<file path="src/rtl/regfile_writer.sv">
`timescale 1ns/1ps
// Write side of the 32x32 register file: one-hot decode, storage, and a sequential clear engine.
// Latency: an accepted write is visible on o_regs_flat/o_wr_onehot one cycle after the accepting edge.
// Backpressure: o_wr_ready is low for the whole clear (31 or 32 cycles); requesters hold until it rises.
module regfile_writer #(
    parameter int unsigned ZERO_R0 = 1
) (
    input  logic          i_clock,
    input  logic          i_reset_n,
    input  logic          i_wr_valid,
    output logic          o_wr_ready,
    input  logic [4:0]    i_wr_addr,
    input  logic [31:0]   i_wr_data,
    input  logic          i_clr_req,
    output logic          o_busy,
    output logic [31:0]   o_wr_onehot,
    output logic [1023:0] o_regs_flat
);

    typedef enum logic {
        ST_IDLE  = 1'b0,
        ST_CLEAR = 1'b1
    } state_t;

    // With r0 hardwired the clear has nothing to do at index 0, so it starts at 1.
    localparam logic [4:0] CLR_START = (ZERO_R0 != 0) ? 5'd1 : 5'd0;

    state_t      r_state;
    logic [4:0]  r_clr_idx;
    logic [31:0] r_regs [32];
    logic [31:0] r_wr_onehot;

    logic        w_accept;
    logic [31:0] w_wr_dec;

    assign o_wr_ready  = (r_state == ST_IDLE);
    assign o_busy      = (r_state == ST_CLEAR);
    assign w_accept    = i_wr_valid && o_wr_ready;
    assign o_wr_onehot = r_wr_onehot;

    // Address decode to a one-hot enable; a write to a hardwired r0 completes the handshake but enables nothing.
    always_comb begin
        w_wr_dec = 32'h1 << i_wr_addr;
        if ((ZERO_R0 != 0) && (i_wr_addr == 5'd0)) begin
            w_wr_dec = '0;
        end
    end

    // Register storage, committed one-hot and the IDLE/CLEAR sequencer.
    always_ff @(posedge i_clock or negedge i_reset_n) begin
        if (!i_reset_n) begin
            r_state     <= ST_IDLE;
            r_clr_idx   <= '0;
            r_wr_onehot <= '0;
            for (int i = 0; i < 32; i++) begin
                r_regs[i] <= '0;
            end
        end else begin
            r_wr_onehot <= w_accept ? w_wr_dec : '0;
            for (int i = 0; i < 32; i++) begin
                if (w_accept && w_wr_dec[i]) begin
                    r_regs[i] <= i_wr_data;
                end
            end
            case (r_state)
                ST_IDLE: begin
                    // A write accepted on this same edge still lands; the clear wipes it later.
                    if (i_clr_req) begin
                        r_state   <= ST_CLEAR;
                        r_clr_idx <= CLR_START;
                    end
                end
                ST_CLEAR: begin
                    // No write can be accepted here, so this is the only writer of the array this cycle.
                    r_regs[r_clr_idx] <= '0;
                    if (r_clr_idx == 5'd31) begin
                        r_state   <= ST_IDLE;
                        r_clr_idx <= '0;
                    end else begin
                        r_clr_idx <= r_clr_idx + 5'd1;
                    end
                end
                default: begin
                    r_state <= ST_IDLE;
                end
            endcase
        end
    end

    // Flatten the array for the read-port muxes; r0 is forced to zero when hardwired.
    always_comb begin
        o_regs_flat = '0;
        for (int i = 1; i < 32; i++) begin
            o_regs_flat[32*i +: 32] = r_regs[i];
        end
        o_regs_flat[31:0] = (ZERO_R0 != 0) ? 32'h0 : r_regs[0];
    end

endmodule
</file>
<file path="config.mk">
export PLATFORM = sky130hd
export DESIGN_NAME = regfile_writer
export DESIGN_NICKNAME = d
export VERILOG_FILES = /design/src/rtl/regfile_writer.sv
export SDC_FILE = /design/constraint.sdc
export NUM_CORES = 2
export LEC_CHECK = 0
export ABC_AREA = 0
export CORE_AREA = 4 4 420 422
export CTS_CLUSTER_DIAMETER = 60
export DETAILED_ROUTE_END_ITERATION = 10
export DIE_AREA = 0 0 424 426
export GPL_ROUTABILITY_DRIVEN = 0
export SETUP_SLACK_MARGIN = 0.02
export SYNTH_ARGS = -nofsm -noshare
export SYNTH_HDL_FRONTEND = slang
export SYNTH_SLANG_ARGS = --single-unit
</file>
<file path="constraint.sdc">
create_clock -name i_clock -period 2.1 [get_ports i_clock]
set_input_delay 0.21 -clock i_clock [delete_from_list [all_inputs] [get_ports i_clock]]
set_output_delay 0.21 -clock i_clock [all_outputs]
set_load 0.005 [all_outputs]
</file>
==> results.sh <==
export IMPL_hp_class="input port to register"
export IMPL_grt_overflow_total=0
export IMPL_worstSetupStartpointType="register"
export IMPL_synthTopCellsByArea="dfrtp_1 (57%), nand3_1 (11%), a21oi_1 (11%), o21ai_0 (10%), clkbuf_1 (3.4%)"
export IMPL_r2r_cells=6
export IMPL_hold_path_depth=3
export IMPL_netlist_top_cell_by_area="dfrtp_1"
export IMPL_min_period_over_period_pct=100
export IMPL_finalHoldViolCount=0
export IMPL_critical_path_class="register to register"
export IMPL_fin_hold_ws_ps=59.9
export IMPL_netlist_instances=4831
export IMPL_syn_area_sq_um=44900
export IMPL_cts_tree="done"
export IMPL_cp_end_kind="register"
export IMPL_slowest_delay_ps=540
export IMPL_ir_drop_mv=0.804
export IMPL_startpoint="o_busy$_DFF_PN0_"
export IMPL_required_ps=2690
export IMPL_path_depth=6
export IMPL_io_pins=1099
export IMPL_synth_edf_count=0
export IMPL_rows=153
export IMPL_grt_max_degree=95
export IMPL_p_leak_nw=26.1
export IMPL_r2r_setup_slack_ps=-2
export IMPL_synth_async_reset_ratio_pct=100
export IMPL_postRouteAntennaNets=0
export IMPL_status="finished, violations left"
export IMPL_avgSynthCellArea_sq_um=9.29
export IMPL_antenna_found_initial=7
export IMPL_dieWidth_um=424
export IMPL_drv_slew=0
export IMPL_synth_cell_type_count=38
export IMPL_fin_cells=8192
export IMPL_final_cell_mix="clkdlybuf4s50_1 (1026), dfrtp_1 (1026), nand3_1 (996), a21oi_1 (979), o21ai_0 (859)"
export IMPL_clock_latency_ps=750
export IMPL_die_area_sq_um=181000
export IMPL_num_vias=45848
export IMPL_grt_pass1_wl_um=325000
export IMPL_drt_first_iter_violations=5905
export IMPL_arrival_ps=2700
export IMPL_dp_cells=7920
export IMPL_crit_top_cell="buf_12"
export IMPL_crit_path_cell_trace="buf_12 > buf_12 > or4b_4 > buf_12 > o21ai_1 > a21oi_1"
export IMPL_path_max_fanout=66
export IMPL_rr_startpoint="o_busy$_DFF_PN0_"
export IMPL_finalClockSkew_ps=52.7
export IMPL_synth_top_area_share_pct=57.5
export IMPL_io_buffers=1066
export IMPL_rsz0062_at_grt="yes"
export IMPL_grt_total_usage_pct=24.5
export IMPL_worst_slew_pin_transition_ps=724
export IMPL_die_h_um=426
export IMPL_cts_num_sinks=1030
export IMPL_wirelength_um=235000
export IMPL_drcViolationCount=0
export IMPL_yosysWarnings=0
export IMPL_ys_ff_latch=1030
export IMPL_crit_buf_inv=3
export IMPL_root_buffer="clkbuf_16"
export IMPL_setup_viol=1
export IMPL_violations="setup timing"
export IMPL_tns_ps=-1.76
export IMPL_slowest_stage="or4b_4"
export IMPL_layout_nets=5811
export IMPL_slew_headroom_pct=51.8
export IMPL_htreeDepth=3
export IMPL_core_area_sq_um=173000
export IMPL_clk_path_buf_depth=3
export IMPL_vias_per_cell=5.60
export IMPL_dpl_hpwl_um=146000
export IMPL_grt_pass1_vias=43534
export IMPL_routedWlPerCell_um=28.7
export IMPL_power_density_nw_per_um2=980
export IMPL_ys_seq_area_share_pct=57.5
export IMPL_max_cap_violations=0
export IMPL_synthFlopType="dfrtp_1"
export IMPL_setup_ws_ps=-1.76
export IMPL_drtPass1Iterations=6
export IMPL_fmax_ghz=0.476
export IMPL_initial_core_util_pct=25.9
export IMPL_area_growth_pct=44.8
export IMPL_period_needed_ps=2100
export IMPL_clk_pin_slew_ps=60
export IMPL_layout_drive_gt1_share_pct=11.7
export IMPL_cts_buffers=119
export IMPL_min_from="i_wr_data[8]"
export IMPL_cp_top_family="simple AND/OR/NAND/NOR gates"
==> kinds of logic after synthesis <==
logic type / share of synthesized area, %
AOI/OAI and AO/OA: 22.2
and+or+nand+nor: 12.9
DFF: 57.5
buffers and inverters: 7.23
adders and majority gates: 0.139
xor gates and xnor gates: 0.0391
other: 0.00836
==> metal layers <==
| metal | global-route usage [%] | share of wire [%] | vias to the layer above |
|---|---|---|---|
| met4 | 16.8 | 7.9 | 2 |
| met1 | 29.1 | 36 | 22945 |
| met5 | 0 | 0.0038 | - |
| li1 | - | - | 18991 |
| met3 | 6.75 | 10 | 815 |
| met2 | 38.8 | 46 | 3095 |
==> where the power goes <==
part	total (mW)	internal, mW	switching [mW]	leakage (nW)
Clock	21.3	12.2	9.06	1.98
Sequential	25.1	22.9	2.18	14.2
Combinational	17.3	8.33	8.95	9.85
Total	63.6	43.5	20.2	26.1
==> cell type report <==
cell class              instances  area, sq um
fillers                     17222       108000
clock inverters                50          553
inverters                       6         26.3
repair buffers               1462        15800
diodes                          4         10.0
well taps                    2325         2910
multi-input cells            3146        16400
clock buffers                 169         3450
flip-flops and latches       1030        25800
==> what timing repair did <==
action	4_1_cts	5_1_grt
pin swaps	0	14
setup buffers	6	6
resized for setup	15	103
gates cloned	1	3
endpoints found under the hold margin	1169	0
setup endpoints to repair	11	159
hold buffers	33	0
==> worst reg2reg max path: cells and delay by family (launching register included) <==
family	cells	cell delay, ps
AO/OA/AOI/OAI	2	440
buffers and inverters	3	510
AND/OR/NAND/NOR	1	540
flip-flops	1	440
==> through the flow <==
stage	setup slack [ps]	cell area [sq um]	power (mW)	utilization, %
after floorplan	291	45000	30.3	-
after global routing	-13.7	65000	66.0	37.5
after detailed placement	-248	60300	42.3	34.8
after global placement	-234	60300	42.0	34.8
after CTS	9.63	64700	63.7	37.4
final	-1.76	65000	63.6	37.5
==> Yosys cell counts, types with 2 or more instances <==
master	count
ha_1	5
or4b_1	5
and3b_1	2
o32ai_1	2
o21ai_0	936
or4_1	2
o21ai_1	59
and4bb_2	5
buf_4	96
clkbuf_1	403
nor4_4	2
inv_1	6
dfrtp_1	1030
clkbuf_2	2
nor3b_1	2
a21oi_1	992
and4b_1	2
nand2b_1	5
nand2_1	5
and3_1	3
buf_2	152
nand3_1	998
buf_6	15
xnor2_1	2
buf_1	13
nand3b_1	6
nor4b_2	6
nor2_1	59
nand4b_1	2
nand4bb_1	6
==> final timing paths <==
check / endpoint
worst min-delay path: o_regs_flat[680]$_DFF_PN0_
min in group asynchronous: o_regs_flat[439]$_DFF_PN0_
max in group asynchronous: o_regs_flat[479]$_DFF_PN0_
worst min register to register: o_regs_flat[693]$_DFF_PN0_
worst max register to register: o_regs_flat[32]$_DFF_PN0_
worst max-delay path: o_regs_flat[32]$_DFF_PN0_
==> flip-flops by register name, indices dropped and copies added (netlist names) <==
name / count
o_busy: 1
o_regs_flat: 992
o_wr_onehot: 32
r_clr_idx: 5
(Power assumes the default switching activity.)
